$ cat src/rtl/mips_program_loader.sv
// mips_program_loader
//   Stream-driven boot/debug loader for the pipelined MIPS core. Words arrive
//   over a valid/ready stream. In IDLE each word is decoded as a command
//   (opcode [31:28], count [27:16], base [15:0]). Load commands switch to a
//   payload state in which each word is written to instruction or data
//   memory at an auto-incrementing, wrapping word address. The loader also
//   holds the core in reset (cpuHold) until a run command arrives.
//
// Ports
//   clock, resetMachine      : clock and synchronous active-high reset
//   loadValid/loadData/      : input word stream; loadReady is low only
//   loadReady                  during the reset cycle
//   imemWriteEnable/Address  : instruction-memory write port (registered)
//   dmemWriteEnable/Address  : data-memory write port (registered)
//   memWriteData             : write data shared by both memories
//   cpuHold                  : pipeline hold request, set out of reset
//   loaderBusy               : high while payload words are outstanding
//   errorFlag                : sticky protocol error, cleared by reset only
//   wordsWritten             : saturating count of payload words written
module mips_program_loader #(
    parameter int IMEM_ADDR_WIDTH = 10,
    parameter int DMEM_ADDR_WIDTH = 10
) (
    input  logic                       clock,
    input  logic                       resetMachine,
    input  logic                       loadValid,
    input  logic [31:0]                loadData,
    output logic                       loadReady,
    output logic                       imemWriteEnable,
    output logic [IMEM_ADDR_WIDTH-1:0] imemWriteAddress,
    output logic                       dmemWriteEnable,
    output logic [DMEM_ADDR_WIDTH-1:0] dmemWriteAddress,
    output logic [31:0]                memWriteData,
    output logic                       cpuHold,
    output logic                       loaderBusy,
    output logic                       errorFlag,
    output logic [15:0]                wordsWritten
);

    typedef enum logic [1:0] {
        ST_IDLE,
        ST_LOAD_IMEM,
        ST_LOAD_DMEM
    } state_t;

    localparam logic [3:0] OP_LOAD_IMEM = 4'h1;
    localparam logic [3:0] OP_LOAD_DMEM = 4'h2;
    localparam logic [3:0] OP_RUN       = 4'h3;
    localparam logic [3:0] OP_HALT      = 4'h4;

    localparam logic [IMEM_ADDR_WIDTH-1:0] IMEM_ONE = 1;
    localparam logic [DMEM_ADDR_WIDTH-1:0] DMEM_ONE = 1;

    state_t                     state_q, state_d;
    logic [11:0]                remaining_q, remaining_d;
    logic [IMEM_ADDR_WIDTH-1:0] imem_ptr_q, imem_ptr_d;
    logic [DMEM_ADDR_WIDTH-1:0] dmem_ptr_q, dmem_ptr_d;
    logic                       imem_we_q, imem_we_d;
    logic [IMEM_ADDR_WIDTH-1:0] imem_addr_q, imem_addr_d;
    logic                       dmem_we_q, dmem_we_d;
    logic [DMEM_ADDR_WIDTH-1:0] dmem_addr_q, dmem_addr_d;
    logic [31:0]                wdata_q, wdata_d;
    logic                       hold_q, hold_d;
    logic                       error_q, error_d;
    logic [15:0]                words_q, words_d;

    logic        accept;
    logic [3:0]  opcode;
    logic [11:0] count;
    logic [15:0] base;

    assign loadReady = ~resetMachine;
    assign accept    = loadValid & loadReady;
    assign opcode    = loadData[31:28];
    assign count     = loadData[27:16];
    assign base      = loadData[15:0];

    always_ff @(posedge clock) begin
        if (resetMachine) begin
            state_q     <= ST_IDLE;
            remaining_q <= '0;
            imem_ptr_q  <= '0;
            dmem_ptr_q  <= '0;
            imem_we_q   <= 1'b0;
            imem_addr_q <= '0;
            dmem_we_q   <= 1'b0;
            dmem_addr_q <= '0;
            wdata_q     <= '0;
            hold_q      <= 1'b1;
            error_q     <= 1'b0;
            words_q     <= '0;
        end else begin
            state_q     <= state_d;
            remaining_q <= remaining_d;
            imem_ptr_q  <= imem_ptr_d;
            dmem_ptr_q  <= dmem_ptr_d;
            imem_we_q   <= imem_we_d;
            imem_addr_q <= imem_addr_d;
            dmem_we_q   <= dmem_we_d;
            dmem_addr_q <= dmem_addr_d;
            wdata_q     <= wdata_d;
            hold_q      <= hold_d;
            error_q     <= error_d;
            words_q     <= words_d;
        end
    end

    always_comb begin
        state_d     = state_q;
        remaining_d = remaining_q;
        imem_ptr_d  = imem_ptr_q;
        dmem_ptr_d  = dmem_ptr_q;
        imem_we_d   = 1'b0;
        imem_addr_d = imem_addr_q;
        dmem_we_d   = 1'b0;
        dmem_addr_d = dmem_addr_q;
        wdata_d     = wdata_q;
        hold_d      = hold_q;
        error_d     = error_q;
        words_d     = words_q;

        if (accept) begin
            case (state_q)
                ST_IDLE: begin
                    case (opcode)
                        OP_LOAD_IMEM: begin
                            // Loading into a running core is rejected before the
                            // count is looked at, so a zero-count load is an error too.
                            if (!hold_q) begin
                                error_d = 1'b1;
                            end else if (count != 12'd0) begin
                                imem_ptr_d  = base[IMEM_ADDR_WIDTH-1:0];
                                remaining_d = count;
                                state_d     = ST_LOAD_IMEM;
                            end
                        end
                        OP_LOAD_DMEM: begin
                            if (!hold_q) begin
                                error_d = 1'b1;
                            end else if (count != 12'd0) begin
                                dmem_ptr_d  = base[DMEM_ADDR_WIDTH-1:0];
                                remaining_d = count;
                                state_d     = ST_LOAD_DMEM;
                            end
                        end
                        OP_RUN:  hold_d  = 1'b0;
                        OP_HALT: hold_d  = 1'b1;
                        default: error_d = 1'b1;
                    endcase
                end
                ST_LOAD_IMEM, ST_LOAD_DMEM: begin
                    wdata_d = loadData;
                    if (state_q == ST_LOAD_IMEM) begin
                        imem_we_d   = 1'b1;
                        imem_addr_d = imem_ptr_q;
                        imem_ptr_d  = imem_ptr_q + IMEM_ONE;
                    end else begin
                        dmem_we_d   = 1'b1;
                        dmem_addr_d = dmem_ptr_q;
                        dmem_ptr_d  = dmem_ptr_q + DMEM_ONE;
                    end
                    if (words_q != 16'hFFFF) begin
                        words_d = words_q + 16'd1;
                    end
                    remaining_d = remaining_q - 12'd1;
                    if (remaining_q == 12'd1) begin
                        state_d = ST_IDLE;
                    end
                end
                default: state_d = ST_IDLE;
            endcase
        end
    end

    assign imemWriteEnable  = imem_we_q;
    assign imemWriteAddress = imem_addr_q;
    assign dmemWriteEnable  = dmem_we_q;
    assign dmemWriteAddress = dmem_addr_q;
    assign memWriteData     = wdata_q;
    assign cpuHold          = hold_q;
    assign loaderBusy       = (state_q != ST_IDLE);
    assign errorFlag        = error_q;
    assign wordsWritten     = words_q;

endmodule

$ cat config.mk
export PLATFORM = sky130hd
export DESIGN_NAME = mips_program_loader
export DESIGN_NICKNAME = d
export VERILOG_FILES = /design/src/rtl/mips_program_loader.sv
export SDC_FILE = /design/constraint.sdc
export NUM_CORES = 1
export LEC_CHECK = 0
export ABC_AREA = 1
export BUFFER_PORTS_ARGS = -buffer_cell sky130_fd_sc_hd__buf_2
export CAP_MARGIN = 20
export CORE_MARGIN = 2
export CORE_UTILIZATION = 50
export DETAILED_ROUTE_END_ITERATION = 8
export GPL_ROUTABILITY_DRIVEN = 0
export PLACE_DENSITY = 0.74
export SLEW_MARGIN = 30
export SYNTH_ARGS = -nofsm -noshare
export SYNTH_HDL_FRONTEND = slang
export SYNTH_SLANG_ARGS = --single-unit
$ cat constraint.sdc
create_clock -name clock -period 2.56 [get_ports clock]
set_clock_uncertainty 0.1 [all_clocks]
set_input_delay 0.128 -clock clock [delete_from_list [all_inputs] [get_ports clock]]
set_output_delay 0.128 -clock clock [all_outputs]
set_load 0.005 [all_outputs]
Word level (Yosys, flattened, before mapping)
Cells that the tools add are included.
Widths: inputs -> output; s select.
Storage, ports and cells
  memories: 0
  bits in latches: 0
  RAM bits: 0
  output and inout bits: 74
  bits of input ports: 35
  logic and storage cells: 87
  ROM bits: 0
  register bits after elaboration: 106
Operators by class
  bitwise gates (word level): 6
  reductions and logical operators: 19
  multiplexer cells: 24
  shift-type cells: 0
  $add $sub $neg: 4
  $lt $le $gt $ge: 0
  divide/modulo/power cells: 0
  equal/unequal tests: 22
  multipliers: 0
Operators by type and width (number)
  $mux 10: 6
  $pmux 10 s2: 2
  $mux 12: 3
  $pmux 12 s2: 1
  $add 10x1->10 const B: 2
  $add 16x1->16 const B: 1
  $ne 16x16->1 const B: 1
  $ne 2x2->1 const B: 7
  $eq 12x1->1 const B: 1
  $ne 3x3->1 const B: 4
  $reduce_and 3->1: 4
  $reduce_and 6->1: 2
  $reduce_bool 12->1: 1
  $sub 12x1->12 const B: 1
  $mux 2: 5
  $eq 4x2->1 const B: 2
  $pmux 2 s2: 2
  $reduce_and 7->1: 1
  $reduce_bool 2->1: 3
  $reduce_or 2->1: 3
  $not 1->1: 5
  $reduce_and 5->1: 1
  $eq 4x1->1 const B: 1
  $eq 4x3->1 const B: 1
  other kinds (11): 15

Logic depth before layout (Yosys ltp)
  depth in word-level cells: 5
  depth in mapped cells: 12
  depth with buffers taken out: 11

Least setup slack after synthesis
OpenSTA, ideal clock, no wires.
  kind: register to register
  start point: reg state_q[0]
  end point: reg imem_ptr_q[0]
  library setup time: 0.116 ns
  buffers on the path: 1
  arrival time: 1.588 ns
  period minus slack after synthesis: 1.804 ns
  stages on the path, launching flop included: 12
  required time: 2.344 ns
  slack: 0.756 ns
  path through: dfxtp_1 inv_1 ha_1 inv_1 nor2_2 nor2_4 nand2_1 a21oi_4 nand2_2 buf_6 o21ai_0 nor2_1
Between the ends
  longest elaborated chain between the ends: 4
  elaborated cells between the ends (all ways): 11
  classes of those cells: eq/ne: 6; mux: 1; reduce/logical: 4
Ends and longest elaborated chain
  start: declaration: line 54  | state_t state_q, state_d;
  start signal: assignment: line 93  | state_q <= state_d;
  $eq 2x1->1 / $eq 2x2->1 (equally long branches): line 123, 153
  $reduce_or 2->1: line 123  | case (state_q)
  $ne 2x2->1 (no source line) / $reduce_bool 2->1 (equally long branches)
  $reduce_and 6->1 (no source line)
  end signal: assignment: line 95  | imem_ptr_q <= imem_ptr_d;
  end: declaration: line 56  | logic [IMEM_ADDR_WIDTH-1:0] imem_ptr_q, imem_ptr_d;
Parallel ways exist; a longest one is shown, timed or not.
A chain may end at the register's enable or synchronous reset.

Final worst setup path
  start point: reg state_q[0]
  end point: reg words_q[0], in the netlist wordsWritten[0]
Between the ends
  longest elaborated chain between the ends: 3
  elaborated cells between the ends (all ways): 4
  classes of those cells: eq/ne: 2; reduce/logical: 2
Ends and longest elaborated chain
  $eq 2x1->1 / $eq 2x2->1 (equally long branches): line 123
  $reduce_or 2->1 *: line 123
  $reduce_and 3->1 (no source line) *
  end signal: assignment: line 104  | words_q <= words_d;
  end: declaration: line 65  | logic [15:0] words_q, words_d;
Mark *: on every way between the ends. The rest lies on a longest branch, timed or not.

==> flow_summary_export.csv <==
group,metric,value,unit
run_status,status,"finished, final reports clean",
grt,grt-ovfl-total,0,
detailed_routing,vias_per_cell,5.14,
place,portBuffers,108,
floorplanning,boundaryPins,109,
worst_setup_path,worstSetupPathType,"flop to flop",
place,place_area,0.00581,sq mm
hold_path,hold_path.class,"input port to flop",
sta,holdWs,24.9,ps
grt,grt_start_max_net_pins,85,
synth,synthArstFlopShare,0,%
synth,avgSynthCellArea,6.81,sq um
pwr,vdd_drop_max,0.245,mV
sta,finalSetupViolations,0,
synth,yosys.cell_types.count,32,
place,placed_cells,985,
detailed_routing,drc,0,
synth,synth-edff-count,0,
worst_setup_path,critPathMaxStageDelay,460,ps
sta,grt_setup_unrepaired,"false",
detailed_routing,dr.first_iter.drc_count,321,
clock_tree,insertion_delay,360,ps
sta,max_freq,0.464,GHz
floorplanning,fp.dieH,106,microns
final_layout,design_area,0.00632,sq mm
synth,synth_warnings,0,
worst_setup_path,path_cells,"inv_1 -> ha_1 -> inv_2 -> nor2_4 -> buf_4 -> nand2_4 -> inv_2 -> nand2_1 -> nand2_1 -> nor2_1",
pwr,power.density,513,mW/mm^2
clock_tree,cts.htree.levels,3,
clock_tree,numCtsBuffers,9,
sta,tightest_slew,818,ps
floorplanning,dieArea,0.0113,sq mm
final_layout,layout.nets,933,
clock_tree,cts_tree,"done",
sta,max-slew-margin-rel,45.5,%
grt,antenna_found_initial,0,
clock_tree,clockBufferDepth,2,
synth,synth_ff_type,"dfxtp_1",
worst_setup_path,slowest_stage,"buf_4",
final_layout,diodes,0,
detailed_routing,post_drt_wl_per_cell,13.1,microns
place,hpwlAfterDp,9.42,mm
floorplanning,core-area,0.0102,sq mm
clock_tree,path_clk_slew,100,ps
sta,hold_violations,0,
detailed_routing,drtAntennaViolNets,0,
synth,yosys_register_bits,106,
sta,setup_ws,404,ps
detailed_routing,wl,13.5,mm
detailed_routing,via_count,5302,
final_layout,final_cells,1031,
final_layout,utilization,61.8,%
synth,ys_seq_area_share,40.7,%
synth,syn_nets,809,
floorplanning,start_util,51.0,%
worst_setup_path,r2r_start,"state_q[0]",
flow_run,max_cap_viol_count,0,
worst_setup_path,regToRegSetupSlack,400,ps
place,preCtsSetupSlack,412,ps
final_layout,syn2layout_area_growth,21.1,%
grt,grt_usage,24.6,%
clock_tree,post-cts-setup-buffer-count,0,
final_layout,drive_gt1_share,18.0,%
clock_tree,cts_root_buf,"clkbuf_8",
worst_setup_path,r2r-end,"wordsWritten[0]",
sta,slew_violations,0,
clock_tree,cts_sinks,106,
hold_path,worst_hold_path.endpoint,"memWriteData[1]",
synth,synth_cells,766,
pwr,power.leakage,2.92,nW
worst_setup_path,worstPathRequired,2730,ps
worst_setup_path,cp_max_fo,59,
detailed_routing,dr.pass1.iters,5,
grt,grt_pass1_vias,4914,
synth,synth.cell_area,0.00522,sq mm
worst_setup_path,crit_path_start_kind,"flop",
worst_setup_path,cp-end-kind,"flop",
grt,grt_pass1_wl,22.9,mm
hold_path,hold_start,"loadData[1]",
floorplanning,fp-row-count,37,
worst_setup_path,cp.buffers_inverters,4,
hold_path,whs_path_depth,3,
pwr,fin_total_pwr,3.24,mW
floorplanning,die_w,106,microns
sta,setup_tns,0,ps
worst_setup_path,cpLargestDelayFamily,"buffers and inverters",
worst_setup_path,r2r_cells,10,
sta,finalCriticalPeriod,2160,ps
sta,min_period_over_period,84.2,%
worst_setup_path,crit_arrival,2320,ps
sequential cells by signal (all words and copies together) (netlist names):
name	count
imemWriteAddress	10
imem_ptr_q	10
errorFlag	1
dmem_ptr_q	10
state_q	2
memWriteData	32
cpuHold	1
dmemWriteEnable	1
wordsWritten	16
imemWriteEnable	1
remaining_q	12
dmemWriteAddress	10
worst max-delay path by stage:
stage,start,endpoint,slack (ps),cells past startpoint
finish,state_q[0],wordsWritten[0],400,10
global route,state_q[0],wordsWritten[15],150,9
CTS,state_q[0],wordsWritten[0],400,10
detailed placement,state_q[0],dmemWriteAddress[3],410,9
global placement,state_q[0],wordsWritten[0],470,10
floorplan,state_q[0],imem_ptr_q[0],760,11
Yosys cell counts (2+ instances only):
cell type	instances	area share [%]
buf_1	8	0.58
nor2_4	7	1.5
a21oi_1	39	3.7
inv_2	6	0.43
o21ai_0	89	8.5
xor2_1	10	1.7
nor2_1	118	8.5
buf_2	5	0.48
nor3_1	4	0.38
buf_4	4	0.58
nand2_4	2	0.43
xnor2_1	8	1.3
clkbuf_1	10	0.72
nor2_2	3	0.36
nand4_1	7	0.84
ha_1	8	1.9
nand2_1	203	15
dfxtp_1	106	41
nand2_2	7	0.84
inv_1	53	3.8
a21oi_2	5	0.84
nand3_1	54	5.2
per-layer routing:
metal	wire, microns	global-route usage (%)	up-vias
met2	6110	40.2	204
met5	0	0	-
met4	149	7.42	0
met1	6220	33.3	2388
li1	-	-	2692
met3	1020	4.35	18
power by group:
part | switching (mW) | leakage (nW) | total, mW | internal, mW
logic | 0.250 | 1.96 | 0.408 | 0.158
registers | 0.0325 | 0.856 | 1.72 | 1.69
clock network | 0.558 | 0.103 | 1.11 | 0.553
total | 0.841 | 2.92 | 3.24 | 2.40
placed cells by master (no fill, tap or decap), types with 2 or more instances in the layout:
cell type and count:
a21oi_1 39, a21oi_2 5, buf_2 108, buf_4 5, bufinv_16 2, clkbuf_8 9
clkinvlp_4 2, dfxtp_1 106, dlygate4sd3_1 30, ha_1 8, inv_1 53, inv_2 6
nand2_1 203, nand2_2 7, nand2_4 2, nand3_1 54, nand4_1 7, nor2_1 118
nor2_2 3, nor2_4 7, nor3_1 4, o21ai_0 89, xnor2_1 8, xor2_1 10
repair_timing:
action,CTS,global route
gates resized for setup,0,0
hold endpoints to repair,30,0
hold buffers,30,0
setup endpoints to repair,0,0
area by class of cell:
| cell class | count | area (sq um) |
|---|---|---|
| fillers | 952 | 3910 |
| multi-input cells | 571 | 2710 |
| flip-flops and latches | 106 | 2120 |
| repair buffers | 143 | 878 |
| inverters | 59 | 221 |
| well taps | 136 | 170 |
| clock buffers | 10 | 128 |
| clock inverters | 6 | 88.8 |
tightest hold or removal path, delay by kind of cell:
family	cells	cell delay [ps]
buf+inv	2	160
compound gates	1	160
cell families after synthesis:
logic type / share of synthesized area (%)
AOI/OAI and AO/OA: 13.7
adders and majority gates: 1.92
xor gates and xnor gates: 3.02
buffers and inverters: 7.36
and+or+nand+nor: 33.4
DFF: 40.7
Power figures use the tool's default switching activity.
